### src/rtl/hazard_scoreboard.sv
// Operand forwarding, load-use/long-op hazard detection and stall accounting for the DE stage.
// Forwarding and stall are combinational; scoreboard and stall counter update on the next edge.
module hazard_scoreboard #(
    parameter int DATA_W         = 32,
    parameter int ADDR_W         = 5,
    parameter int MEM_LOAD_STALL = 0,
    parameter int CNT_W          = 32
) (
    input  logic              clk,
    input  logic              resetn,
    input  logic              de_valid,
    input  logic [ADDR_W-1:0] de_rs_addr,
    input  logic [ADDR_W-1:0] de_rt_addr,
    input  logic              de_reg_en,
    input  logic [ADDR_W-1:0] de_waddr,
    input  logic [DATA_W-1:0] reg_rs_data,
    input  logic [DATA_W-1:0] reg_rt_data,
    input  logic              long_issue,
    input  logic              exe_reg_en,
    input  logic [ADDR_W-1:0] exe_reg_waddr,
    input  logic [DATA_W-1:0] exe_reg_wdata,
    input  logic              exe_mem_read,
    input  logic              exe_busy,
    input  logic              mem_reg_en,
    input  logic [ADDR_W-1:0] mem_reg_waddr,
    input  logic [DATA_W-1:0] mem_reg_wdata,
    input  logic              mem_mem_read,
    input  logic              wb_reg_en,
    input  logic [ADDR_W-1:0] wb_reg_waddr,
    input  logic [DATA_W-1:0] wb_reg_wdata,
    input  logic              long_wb_en,
    input  logic [ADDR_W-1:0] long_wb_addr,
    input  logic              stall_cnt_clr,
    output logic [DATA_W-1:0] de_rs_data,
    output logic [DATA_W-1:0] de_rt_data,
    output logic              stall,
    output logic              long_busy,
    output logic [CNT_W-1:0]  stall_cnt
);

    logic              pend_v_q, pend_v_d;
    logic [ADDR_W-1:0] pend_addr_q, pend_addr_d;
    logic [CNT_W-1:0]  stall_cnt_q, stall_cnt_d;

    logic pend_act, long_wb_hit, load_use, mem_load, raw_waw, struct_haz, long_load;

    function automatic logic hit(input logic en, input logic [ADDR_W-1:0] waddr,
                                 input logic [ADDR_W-1:0] src);
        return en && (waddr != '0) && (waddr == src);
    endfunction

    function automatic logic [DATA_W-1:0] fwd(input logic [ADDR_W-1:0] src,
                                              input logic [DATA_W-1:0] rf);
        if (hit(exe_reg_en, exe_reg_waddr, src))     return exe_reg_wdata;
        else if (hit(mem_reg_en, mem_reg_waddr, src)) return mem_reg_wdata;
        else if (hit(wb_reg_en, wb_reg_waddr, src))   return wb_reg_wdata;
        else                                          return rf;
    endfunction

    assign de_rs_data = fwd(de_rs_addr, reg_rs_data);
    assign de_rt_data = fwd(de_rt_addr, reg_rt_data);

    // Scoreboard is masked while reset is held so it cannot inject a stall.
    assign pend_act    = pend_v_q & resetn;
    assign long_wb_hit = long_wb_en & (long_wb_addr == pend_addr_q);

    assign load_use = de_valid & exe_mem_read &
                      (hit(exe_reg_en, exe_reg_waddr, de_rs_addr) |
                       hit(exe_reg_en, exe_reg_waddr, de_rt_addr));
    assign mem_load = (MEM_LOAD_STALL != 0) & de_valid & mem_mem_read &
                      (hit(mem_reg_en, mem_reg_waddr, de_rs_addr) |
                       hit(mem_reg_en, mem_reg_waddr, de_rt_addr));
    assign raw_waw  = de_valid & pend_act & (pend_addr_q != '0) &
                      ((de_rs_addr == pend_addr_q) | (de_rt_addr == pend_addr_q) |
                       (de_reg_en & (de_waddr == pend_addr_q)));
    assign struct_haz = de_valid & long_issue & pend_act & ~long_wb_hit;

    assign stall     = load_use | mem_load | raw_waw | struct_haz | exe_busy;
    assign long_busy = pend_act;
    assign stall_cnt = stall_cnt_q;

    assign long_load = de_valid & long_issue & ~stall & de_reg_en & (de_waddr != '0);

    always_comb begin
        pend_v_d    = pend_v_q;
        pend_addr_d = pend_addr_q;
        stall_cnt_d = stall_cnt_q;
        if (long_load) begin
            pend_v_d    = 1'b1;
            pend_addr_d = de_waddr;
        end else if (long_wb_hit) begin
            pend_v_d    = 1'b0;
        end
        if (stall_cnt_clr)
            stall_cnt_d = '0;
        else if (stall && !(&stall_cnt_q))
            stall_cnt_d = stall_cnt_q + CNT_W'(1);
    end

    always_ff @(posedge clk) begin
        if (!resetn) begin
            pend_v_q    <= 1'b0;
            pend_addr_q <= '0;
            stall_cnt_q <= '0;
        end else begin
            pend_v_q    <= pend_v_d;
            pend_addr_q <= pend_addr_d;
            stall_cnt_q <= stall_cnt_d;
        end
    end

endmodule

### config.mk
export PLATFORM = sky130hd
export DESIGN_NAME = hazard_scoreboard
export DESIGN_NICKNAME = d
export VERILOG_FILES = /design/src/rtl/hazard_scoreboard.sv
export SDC_FILE = /design/constraint.sdc
export NUM_CORES = 1
export LEC_CHECK = 0
export CAP_MARGIN = 25
export CORE_ASPECT_RATIO = 1.5
export CORE_MARGIN = 2
export CORE_UTILIZATION = 33
export CTS_CLUSTER_SIZE = 20
export DETAILED_ROUTE_END_ITERATION = 12
export PLACE_DENSITY = 0.79
export SYNTH_ARGS = -nofsm -noshare
export SYNTH_HDL_FRONTEND = slang
export SYNTH_SLANG_ARGS = --single-unit
### constraint.sdc
create_clock -name clk -period 2.35 [get_ports clk]
set_input_delay 0.47 -clock clk [delete_from_list [all_inputs] [get_ports clk]]
set_output_delay 0.47 -clock clk [all_outputs]
set_load 0.005 [all_outputs]
==> results.txt <==
The switching power summed over all nets came out at 0.779 mW. Sorting the synthesized cells by area gives the leading types as sky130_fd_sc_hd__dfxtp_1 17%, sky130_fd_sc_hd__o21ai_0 17%, sky130_fd_sc_hd__mux2i_1 15%. The net count reported at finish came out at 1,315. The number of setup violations in the final report came out at slightly below 90.

On the final layout, the worst clock skew is 4.02 ps. The vias per cell came out at 5.70. STA classifies the critical path startpoint as an input port. The cell area after placement is ~8400 sq um. The number of global-route vias before repair is ~6,700. The share of power burned in registers came out at 26.1%. Across all layers, the routed design uses 7,230 vias. The clock latency on the worst-skew pair came out at about 280 ps. The number of flops mapped to enable cells by yosys came out at 0. In this run the deepest clock path goes through 2 buffers.

Setup repair after global routing could not meet its margin everywhere. sky130_fd_sc_hd__dfxtp_1 takes more of the synthesized area than any other cell. The library cell with the highest instance count after synthesis is sky130_fd_sc_hd__o21ai_0. The final number of max-transition violations came out at 0. The synthesized design contains 38 register bits.

For the worst setup path, the data arrival time is 2470 ps. After floorplanning, the core was sized to cover ~13,000 sq um. The worst hold path terminates at pend_addr_q[0].

Across the run, the number of max-cap violations was 0. The run finished, with violations left. Routability-driven placement finished with a final weighted congestion of around 0.97. The register clock-pin slew on the reported worst setup and hold paths came out at 60 ps. Among all flip-flop cells after synthesis, the most frequent one is sky130_fd_sc_hd__dfxtp_1. The post-synthesis area per instance came out at 6.63 sq um. The floorplan step set the die height to between 100 and 150 um. The routed length per instance came out at 22.0 um. The share of flip-flops with an asynchronous set or reset came out at 0%. The number of cells traversed by the worst hold path is 2. The busiest layer in global routing is met2. The count of filler cells inserted in the layout came out at 984.

The initial antenna violation count is 3. The effective utilization at floorplan came out at about a third. During placement, the flow inserted port buffers numbering 304.

The DRC violation total after the first TritonRoute iteration came out at between 300 and 400. In the global route stage, overall resource usage came out at a little under a third. In this run the static leakage power is 3.92 nW. In this run, CTS created clock tree buffers numbering 5. The maximum number of pins on one net before global-route repair came out at 65. The final period utilization is 125%. The clock tree root driver cell is sky130_fd_sc_hd__clkbuf_16. Counting I/O delays and the setup requirement, the final critical path takes 2940 ps. The sum of routed wire length over all layers is 27.9 mm. The sink count of the clock tree came out at 38. The origin of the critical flop-to-flop path is stall_cnt[8].

The number of hold violations in the final report is 0. The die outline area came out at 14,600 sq um. The share of power burned in combinational logic came out at 47.6%. The detailed placement HPWL came out at 18.0 mm. Of the total power, the share spent switching nets is 31.2%. The type of the setup path with the least slack is input port to primary output. The multi-input logic area came out at 4150 sq um. Setup slack on the worst reg-to-reg path comes out at -80 ps.

Sorting the synthesized cells by how often they occur yields 152 x sky130_fd_sc_hd__o21ai_0, 148 x sky130_fd_sc_hd__nand2_1, 66 x sky130_fd_sc_hd__mux2i_1. The H-tree generated during clock tree synthesis spans 2 levels. The worst register-to-register path has a depth of 7.

The x dimension of the die came out at ~100 um. The classification of the worst-slack hold path is flop to flop. The area overhead of the layout relative to synthesis is 121%.

The total area of sequential cells is 762 sq um. The checks that failed: negative setup slack. In this run the critical register-to-register path is captured at stall_cnt[28].

TritonCTS built the clock tree. The synthesized instance count is ~680. The post-route antenna net violation count came out at 0. The clock network power share is 26.3%. The top cell type by area accounts for between 10% and 20% of the synthesized area. The highest achievable clock rate came out at 340 MHz. The share of post-route cells with drive strength above 1 is ~33%. Internal power comes to 1.72 mW. The largest fanout on the critical path is 5. The number of primary I/O pins came out at approximately 310.

The count of warnings emitted by yosys is 0. The post-layout instance area came out at 9950 sq um. The worst setup path is captured at a primary output.

The number of nets in the synthesized netlist came out at about 900. The worst slew margin relative to its limit came out at 66.0%. In the global route stage, met2 resource usage came out at 53.5%.

After synthesis, flip-flops and latches occupy 16.9% of the total area. The count of different cell masters after synthesis came out at between 40 and 50. The setup TNS came out at -28,450 ps. After floorplanning, the core was divided into 52 placement rows. At the pin with the least slew margin, the transition time is 509 ps. The final core area utilization came out at 74.2%. In this run, placement finished with an instance count of 1,183. The global routing usage on met3 came out at 10.6%. The startpoint of the most critical hold path is pend_addr_q[0]. The data required time of the critical path is 1880 ps.

IR analysis of the VDD net gives a maximum drop of 355 uV. Summing every instance area after synthesis gives 4500 sq um. For this run the aggregate overflow at the end of global routing stands at 0.

Excluding fillers, the count of instances in the completed layout stands at 1,269. The total power density per cell area came out at between 200 and 300 nW/um^2. Before antenna repair, the detailed router went through 5 iterations.

The total DRC errors in the routed layout came out at 0. Across all setup checks in the final design, the least slack found is -590 ps. The first global-routing pass estimated 36.1 mm of wire. For met1 alone, demand over resource in global routing was 34.7%.
## cell usage in the layout, fill, tap and decap left out, types with 17 or more instances in the layout
| cell type | count |
|---|---|
| sky130_fd_sc_hd__buf_2 | 61 |
| sky130_fd_sc_hd__buf_6 | 57 |
| sky130_fd_sc_hd__xor2_1 | 24 |
| sky130_fd_sc_hd__nand3_1 | 19 |
| sky130_fd_sc_hd__o21ai_2 | 20 |
| sky130_fd_sc_hd__o21ai_1 | 112 |
| sky130_fd_sc_hd__o21ai_0 | 19 |
| sky130_fd_sc_hd__dfxtp_1 | 37 |
| sky130_fd_sc_hd__clkdlybuf4s50_1 | 204 |
| sky130_fd_sc_hd__nand2_1 | 144 |
| sky130_fd_sc_hd__buf_12 | 17 |
| sky130_fd_sc_hd__mux2i_1 | 53 |
| sky130_fd_sc_hd__buf_4 | 77 |
| sky130_fd_sc_hd__a21oi_2 | 17 |
## through the flow
stage / hold WS, ps / worst slack (ps) / power, mW
floorplan: 481 / -20.3 / 0.988
global placement: 481 / -1220 / 1.71
detailed placement: 495 / -1260 / 1.71
CTS: 506 / -558 / 2.34
global route: 523 / -672 / 2.59
finish: 499 / -590 / 2.50
## layout make-up
class,instances,share of cell area [%]
Clock buffer,5,1.26
Timing Repair Buffer,469,47.0
Clock inverter,2,0.101
Sequential cell,38,7.66
Tap cell,162,2.04
Antenna cell,1,0.0252
Inverter,3,0.138
Multi-Input combinational cell,589,41.7
## cell families (layout without fill, tap and decap cells)
logic type                 count (synthesis)  after routing  share of synthesized area, %
AOI/OAI and AO/OA                        203            203                          23.9
xor gates and xnor gates                  50             50                          9.72
adders and majority gates                  1              1                         0.278
buffers and inverters                     52            479                          5.36
DFF                                       38             38                          16.9
muxes                                     66             66                          14.7
other                                      0              1                             0
and+or+nand+nor                          269            269                          29.2
## critical path, stage by stage
cell	delay, ps
sky130_fd_sc_hd__buf_6	90
sky130_fd_sc_hd__or4_4	530
sky130_fd_sc_hd__o21ai_4	190
sky130_fd_sc_hd__buf_6	120
sky130_fd_sc_hd__nor4_4	40
sky130_fd_sc_hd__buf_6	140
sky130_fd_sc_hd__clkbuf_16	160
sky130_fd_sc_hd__buf_6	120
sky130_fd_sc_hd__mux2i_1	210
sky130_fd_sc_hd__nand2_1	80
sky130_fd_sc_hd__o21ai_1	80
sky130_fd_sc_hd__o21ai_1	80
sky130_fd_sc_hd__buf_2	130
## worst max-delay path by stage
stage	start	to	depth (start not counted)
6_report	wb_reg_waddr[1]	de_rt_data[19]	13
5_1_grt	wb_reg_waddr[1]	de_rt_data[31]	13
4_1_cts	wb_reg_waddr[2]	de_rt_data[12]	12
3_5_place_dp	wb_reg_waddr[2]	de_rs_data[0]	11
3_3_place_gp	wb_reg_waddr[2]	de_rs_data[15]	11
2_1_floorplan	de_rs_addr[0]	de_rs_data[1]	9
## layer usage
layer / wire, um / vias to the layer above / share of wire [%]
li1: - / 3320 / -
met1: 9600 / 3341 / 34
met4: 1480 / 6 / 5.3
met5: 29 / - / 0.10
met3: 3060 / 114 / 11
met2: 13700 / 449 / 49
## registers in the layout (all words and copies together), names as in the netlist
signal / flops
stall_cnt: 32
pend_v_q: 1
pend_addr_q: 5
## power groups by stage
| stage | registers (mW) | clock network [mW] | logic, mW |
|---|---|---|---|
| 5_1_grt | 0.653 | 0.678 | 1.26 |
| 2_1_floorplan | 0.664 | 0 | 0.325 |
| 4_1_cts | 0.652 | 0.650 | 1.04 |
| 3_3_place_gp | 0.666 | 0 | 1.04 |
| 6_report | 0.653 | 0.659 | 1.19 |
| 3_5_place_dp | 0.666 | 0 | 1.04 |
## repair_timing
action                                  4_1_cts  5_1_grt
cloned                                        9       14
resized for setup                           360      244
pin swaps                                    65      116
endpoints found under the setup margin      103      103
endpoints found under the hold margin         0        0
setup buffers                                25       36
hold buffers                                  0        0
No activity file was read; power rests on OpenSTA's default activity.
